--- src/rtl/bsg_chip_pkg.sv ---
// Shared chip-level types and defaults, including the SDR link bring-up
// sequencer state encoding used by both link sides.
package bsg_chip_pkg;

    localparam int sdr_token_reset_cycles_gp = 4;
    localparam int sdr_settle_cycles_gp      = 8;
    localparam int sdr_wait_cnt_width_gp     = 8;

    typedef enum logic [2:0] {
        IDLE       = 3'd0,
        TOKEN_ON   = 3'd1,
        TOKEN_OFF  = 3'd2,
        UPLINK     = 3'd3,
        DOWNLINK   = 3'd4,
        DOWNSTREAM = 3'd5,
        UP         = 3'd6
    } sdr_link_seq_state_e;

    // States that dwell for a programmed number of cycles before moving on.
    function automatic logic is_timed_state(input sdr_link_seq_state_e s);
        return (s inside {TOKEN_ON, TOKEN_OFF, UPLINK, DOWNLINK, DOWNSTREAM});
    endfunction

endpackage

--- src/rtl/bsg_sdr_link_reset_sequencer.sv ---
// Per-side SDR link bring-up controller: pulses the token reset, then releases
// uplink, downlink and downstream resets in order with settle gaps.
module bsg_sdr_link_reset_sequencer
    import bsg_chip_pkg::*;
#(
    parameter int token_cycles_p      = sdr_token_reset_cycles_gp,
    parameter int settle_cycles_p     = sdr_settle_cycles_gp,
    parameter int restart_cnt_width_p = 8
) (
    input  logic                           core_clk_i,
    input  logic                           core_reset_n_i,
    input  logic                           en_i,
    input  logic                           restart_i,
    output logic                           core_uplink_reset_o,
    output logic                           core_downlink_reset_o,
    output logic                           core_downstream_reset_o,
    output logic                           async_token_reset_o,
    output logic                           link_up_o,
    output logic [2:0]                     state_o,
    output logic [restart_cnt_width_p-1:0] restart_count_o
);

    if (token_cycles_p < 1 || token_cycles_p > 255) begin : g_bad_token_cycles
        $error("token_cycles_p must be in 1..255");
    end
    if (settle_cycles_p < 1 || settle_cycles_p > 255) begin : g_bad_settle_cycles
        $error("settle_cycles_p must be in 1..255");
    end

    localparam logic [sdr_wait_cnt_width_gp-1:0] token_last_lp  =
        sdr_wait_cnt_width_gp'(token_cycles_p - 1);
    localparam logic [sdr_wait_cnt_width_gp-1:0] settle_last_lp =
        sdr_wait_cnt_width_gp'(settle_cycles_p - 1);

    sdr_link_seq_state_e               state_r, state_n;
    logic [sdr_wait_cnt_width_gp-1:0]  wait_cnt_r, wait_cnt_n;
    logic                              abort;
    logic                              restart_bump;
    logic                              uplink_reset_n, downlink_reset_n, downstream_reset_n;
    logic                              token_reset_n, link_up_n;

    // Abort outranks every timed exit; unused encodings fall back to IDLE.
    always_comb begin
        state_n = state_r;
        abort   = !en_i || restart_i;
        case (state_r)
            IDLE:       if (en_i && !restart_i)           state_n = TOKEN_ON;
            TOKEN_ON:   if (wait_cnt_r == token_last_lp)  state_n = TOKEN_OFF;
            TOKEN_OFF:  if (wait_cnt_r == settle_last_lp) state_n = UPLINK;
            UPLINK:     if (wait_cnt_r == settle_last_lp) state_n = DOWNLINK;
            DOWNLINK:   if (wait_cnt_r == settle_last_lp) state_n = DOWNSTREAM;
            DOWNSTREAM: if (wait_cnt_r == settle_last_lp) state_n = UP;
            UP:         state_n = UP;
            default:    state_n = IDLE;
        endcase
        if (abort && state_r != IDLE) state_n = IDLE;
    end

    // Outputs are decoded from the next state so they register on the same
    // edge as the state itself and never depend combinationally on inputs.
    always_comb begin
        uplink_reset_n     = 1'b1;
        downlink_reset_n   = 1'b1;
        downstream_reset_n = 1'b1;
        token_reset_n      = 1'b0;
        link_up_n          = 1'b0;
        case (state_n)
            TOKEN_ON:   token_reset_n = 1'b1;
            UPLINK:     uplink_reset_n = 1'b0;
            DOWNLINK: begin
                uplink_reset_n   = 1'b0;
                downlink_reset_n = 1'b0;
            end
            DOWNSTREAM: begin
                uplink_reset_n     = 1'b0;
                downlink_reset_n   = 1'b0;
                downstream_reset_n = 1'b0;
            end
            UP: begin
                uplink_reset_n     = 1'b0;
                downlink_reset_n   = 1'b0;
                downstream_reset_n = 1'b0;
                link_up_n          = 1'b1;
            end
            default: ;
        endcase
    end

    always_ff @(posedge core_clk_i or negedge core_reset_n_i) begin
        if (!core_reset_n_i) begin
            state_r                 <= IDLE;
            core_uplink_reset_o     <= 1'b1;
            core_downlink_reset_o   <= 1'b1;
            core_downstream_reset_o <= 1'b1;
            async_token_reset_o     <= 1'b0;
            link_up_o               <= 1'b0;
        end else begin
            state_r                 <= state_n;
            core_uplink_reset_o     <= uplink_reset_n;
            core_downlink_reset_o   <= downlink_reset_n;
            core_downstream_reset_o <= downstream_reset_n;
            async_token_reset_o     <= token_reset_n;
            link_up_o               <= link_up_n;
        end
    end

    assign state_o = state_r;

    // Dwell counter restarts from zero whenever a new state is entered.
    always_comb begin
        wait_cnt_n = wait_cnt_r;
        if (state_n != state_r)
            wait_cnt_n = '0;
        else if (is_timed_state(state_r))
            wait_cnt_n = wait_cnt_r + 1'b1;
    end

    always_ff @(posedge core_clk_i or negedge core_reset_n_i) begin
        if (!core_reset_n_i) wait_cnt_r <= '0;
        else                 wait_cnt_r <= wait_cnt_n;
    end

    // Only restart-driven teardowns of a live link are counted.
    assign restart_bump = (state_r == UP) && restart_i;

    always_ff @(posedge core_clk_i or negedge core_reset_n_i) begin
        if (!core_reset_n_i)
            restart_count_o <= '0;
        else if (restart_bump && (restart_count_o != '1))
            restart_count_o <= restart_count_o + restart_cnt_width_p'(1);
    end

endmodule

--- config.mk ---
export PLATFORM = sky130hd
export DESIGN_NAME = bsg_sdr_link_reset_sequencer
export DESIGN_NICKNAME = d
export VERILOG_FILES = /design/src/rtl/bsg_chip_pkg.sv /design/src/rtl/bsg_sdr_link_reset_sequencer.sv
export SDC_FILE = /design/constraint.sdc
export NUM_CORES = 1
export LEC_CHECK = 0
export ABC_AREA = 1
export CAP_MARGIN = 20
export CORE_MARGIN = 2
export CORE_UTILIZATION = 45
export CTS_BUF_LIST = sky130_fd_sc_hd__clkbuf_16
export DETAILED_ROUTE_END_ITERATION = 6
export DONT_BUFFER_PORTS = 1
export RECOVER_POWER = 25
export SYNTH_ARGS = -nofsm -noshare
export SYNTH_HDL_FRONTEND = slang
export SYNTH_SLANG_ARGS = --single-unit
--- constraint.sdc ---
create_clock -name core_clk_i -period 1.7 [get_ports core_clk_i]
set_clock_uncertainty 0.2 [all_clocks]
set_input_delay 0.425 -clock core_clk_i [delete_from_list [all_inputs] [get_ports core_clk_i]]
set_output_delay 0.425 -clock core_clk_i [all_outputs]
set_load 0.01 [all_outputs]
==> impl_results.md <==
* PD cells at 1113 nW/µm²
* Worst R2R Path Depth at 11
* Crit path kind: reg2reg
* Iter 0 DRT Violations at 34
* Hold Path Class: in2reg
* Antenna Cells at 0
* Internal power at 1.319 mW
* Netlist cell types at 22
* Max frequency at 0.5764 GHz
* Clk root buf: clkbuf_16
* Top post-synthesis cells by area: dfrtp_1 (40%), nand2_1 (8.8%), nor2_2 (8.1%), xor2_1 (7.3%), dfstp_2 (6.0%)
* Total power at 2.037 mW
* Failing checks: negative setup slack
* Sw Ratio at 35.27%
* XOR/XNOR Fraction of Synth Area at 9.298%
* CP Max Fanout at 8
* H-tree Lvls at 1
* Vias at 1100
* DP Wirelength at 1929 µm
* Worst slew pin tran at 584.0 ps
* Critical path arrival at 1730 ps
* Initial Util at 47.41%
* Cell Rows at 19
* Pin count of the biggest net entering global routing at 25
* Initial antenna violation count at 0
* Synth Cell Area at 1319 µm²
* Slew Limit Headroom at between 60% and 70%
* Max Cap Viol at 0
* Reg2reg setup slack at -30 ps
* Maximum VDD drop at 0.0008933 V
* Sequential Power Share at 34.8%
* Synth warn at 0
* Synthesized area per cell at 8.563 µm²
* Drt drc at 0
* Ports at 20
* Drt via density at ~4.9
* Seq cells post-synth at 24
* Syn Inst Count at 154
* Min Tclk post-route at 1735 ps
* Gpl congestion at between 0.8 and 0.9
* Worst r2r src: wait_cnt_r[4]$_DFFE_PN0P_
* Port Buffers at 0
* Post-synthesis sequential area ratio at 45.83%
* R2r endpoint: wait_cnt_r[4]$_DFFE_PN0P_
* Syn nets at between 150 and 200
* Clock Sinks at 24
* Dpl cell area at 1519 µm²
* Simple-gate share of the synthesized area at 30.74%
* Layout cell share with drive strength beyond 1 at 49.48%
* WL per Instance at 12.72 µm
* Synth top area share at 39.85%
* Chip height at a little under 60 µm
* Final Max Slew Viols at 0
* Clock Power Share at 24.9%
* Deepest clock path buffer count at 2
* CTS Buf Count at 3
* Post-synthesis adder-cell area fraction at 1.898%
* DRT Pass-1 Iters at 4
* Final #Nets at 201
* First-pass GRT wire length at 4581 µm
* Fin crit share at 102.1%
* Detail Route Antenna Nets at 0
* Number of global-route vias before repair at 1060
* Later-pin clock latency in the skew report at 260 ps
* Hold endpoint: restart_count_o[1]$_DFFE_PN0P_
* Die area at 3380 µm²
* Comb power frac at 40.2%
* CP endpoint kind: register
* Post-synthesis mux area share at 0.8539%
* Final-report setup violation count at 8
* Hold depth at 6
* HP Start: restart_i
* Synth Area in Compound Gates at 4.554%
* Crit path from: wait_cnt_r[4]$_DFFE_PN0P_
* Crit start category: register
* Status: finished with violations
* Gr ovfl total at 0
* CTS tree: yes
* Main combinational cell family by area after synthesis: simple AND/OR/NAND/NOR gates
* Total Routed Length at 2862 µm
* Setup Slack @ Placement at -118.9 ps
* P_leak at between 0.8 and 0.9 nW
* Final Hold Fails at 0
* Fin worst setup slack at -34.95 ps
* Setup TNS at -226.8 ps
* Unrepaired setup endpoints after global routing: yes
* Hold_ws at 393.1 ps
* Req. time, crit path at ~1700 ps
* Synth area leader: dfrtp_1
* Psw at 0.7183 mW
* Clock slew at reported path FFs at 60 ps
* Area of the core at 2781 µm²
* Area Overhead vs Synth at 38.80%
* Final instance area at 1831 µm²
* GRT Overall Usage at 17.93%
* Die width at 58.14 µm
sequential cells by signal, indices dropped and copies added (netlist names):
register,count
state_o,3
async_token_reset_o,1
core_downlink_reset_o,1
core_uplink_reset_o,1
restart_count_o,8
core_downstream_reset_o,1
link_up_o,1
wait_cnt_r,8
cells in the final DEF, fill, tap and decap left out, drive strengths merged:
cell,count
dfstp,3
nand4,3
xor2,11
inv,22
clkbuf,4
a21oi,3
ha,2
o21ai,4
nand2,38
buf,35
nor4,1
nand3,10
dfrtp,21
o31ai,1
mux2,1
xnor2,3
nor2,26
nor3,5
dlygate4sd3,1
logic make-up after synthesis:
logic type,count (synthesis)
AO/OA/AOI/OAI,8
multiplexers,1
buffers and inverters,22
flip-flops,24
AND/OR/NAND/NOR,83
adder cells (fa/ha/maj),2
XOR/XNOR,14
cells in the mapped netlist, drive strengths merged:
cell type / number
a21oi: 3
nor2: 26
ha: 2
nand4: 3
nor4: 1
mux2: 1
nand2: 38
buf: 1
dfrtp: 21
nand3: 10
inv: 21
dfstp: 3
o21ai: 4
o31ai: 1
xnor2: 3
nor3: 5
xor2: 11
per-stage QoR:
| stage | instances | utilization (%) |
|---|---|---|
| after CTS | 219 | 62.26 |
| final | 225 | 65.81 |
| after global routing | 225 | 65.81 |
| after floorplan | 154 | - |
| after global placement | 207 | 54.61 |
| after detailed placement | 207 | 54.61 |
routing by layer:
layer,share of wire (%),track usage (%)
met3,2.8,4.464
met4,2.4,7.309
met5,0,0
met2,52,31.17
met1,42,21.08
worst max-delay path, stage by stage, from the launching register on:
cell and delay [ps]:
dfrtp_1 400, nor2_2 160, nand2_2 100, nor2_4 130, nor2_1 70, nor2_2 100
nand2_2 80, nand2_2 90, nand2_2 50, nand2_2 80, nand2_4 110, nor2_4 100
layout make-up:
| class | count | area, µm² |
|---|---|---|
| multi-input cells | 108 | 744.5 |
| clock buffers | 3 | 75.07 |
| well taps | 31 | 38.79 |
| fillers | 211 | 950.9 |
| repair buffers | 37 | 277.8 |
| inverters | 21 | 83.83 |
| flip-flops and latches | 24 | 606.8 |
| clock inverters | 1 | 3.754 |
power groups by stage:
stage,logic (mW),clock network [mW],registers (mW)
after floorplan,0.454,0,0.707
after global placement,0.630,0,0.703
after detailed placement,0.637,0,0.708
after CTS,0.738,0.518,0.710
after global routing,0.903,0.545,0.718
final,0.820,0.508,0.709
how the worst max path moves through the flow:
stage,slack (ps),end,cells after the start
floorplan,20,restart_count_o[6]$_DFFE_PN0P_,8
global placement,-60,wait_cnt_r[2]$_DFFE_PN0P_,11
detailed placement,-120,wait_cnt_r[4]$_DFFE_PN0P_,11
CTS,-30,wait_cnt_r[1]$_DFFE_PN0P_,11
global route,-150,wait_cnt_r[4]$_DFFE_PN0P_,11
finish,-30,wait_cnt_r[4]$_DFFE_PN0P_,11
timing repair:
action | 4_1_cts | 5_1_grt
resized for setup | 13 | 22
hold buffers | 2 | 0
setup endpoints to repair | 14 | 19
buffers inserted | 6 | 6
endpoints found under the hold margin | 24 | 0
pin swaps | 5 | 6
(Power assumes the default switching activity.)
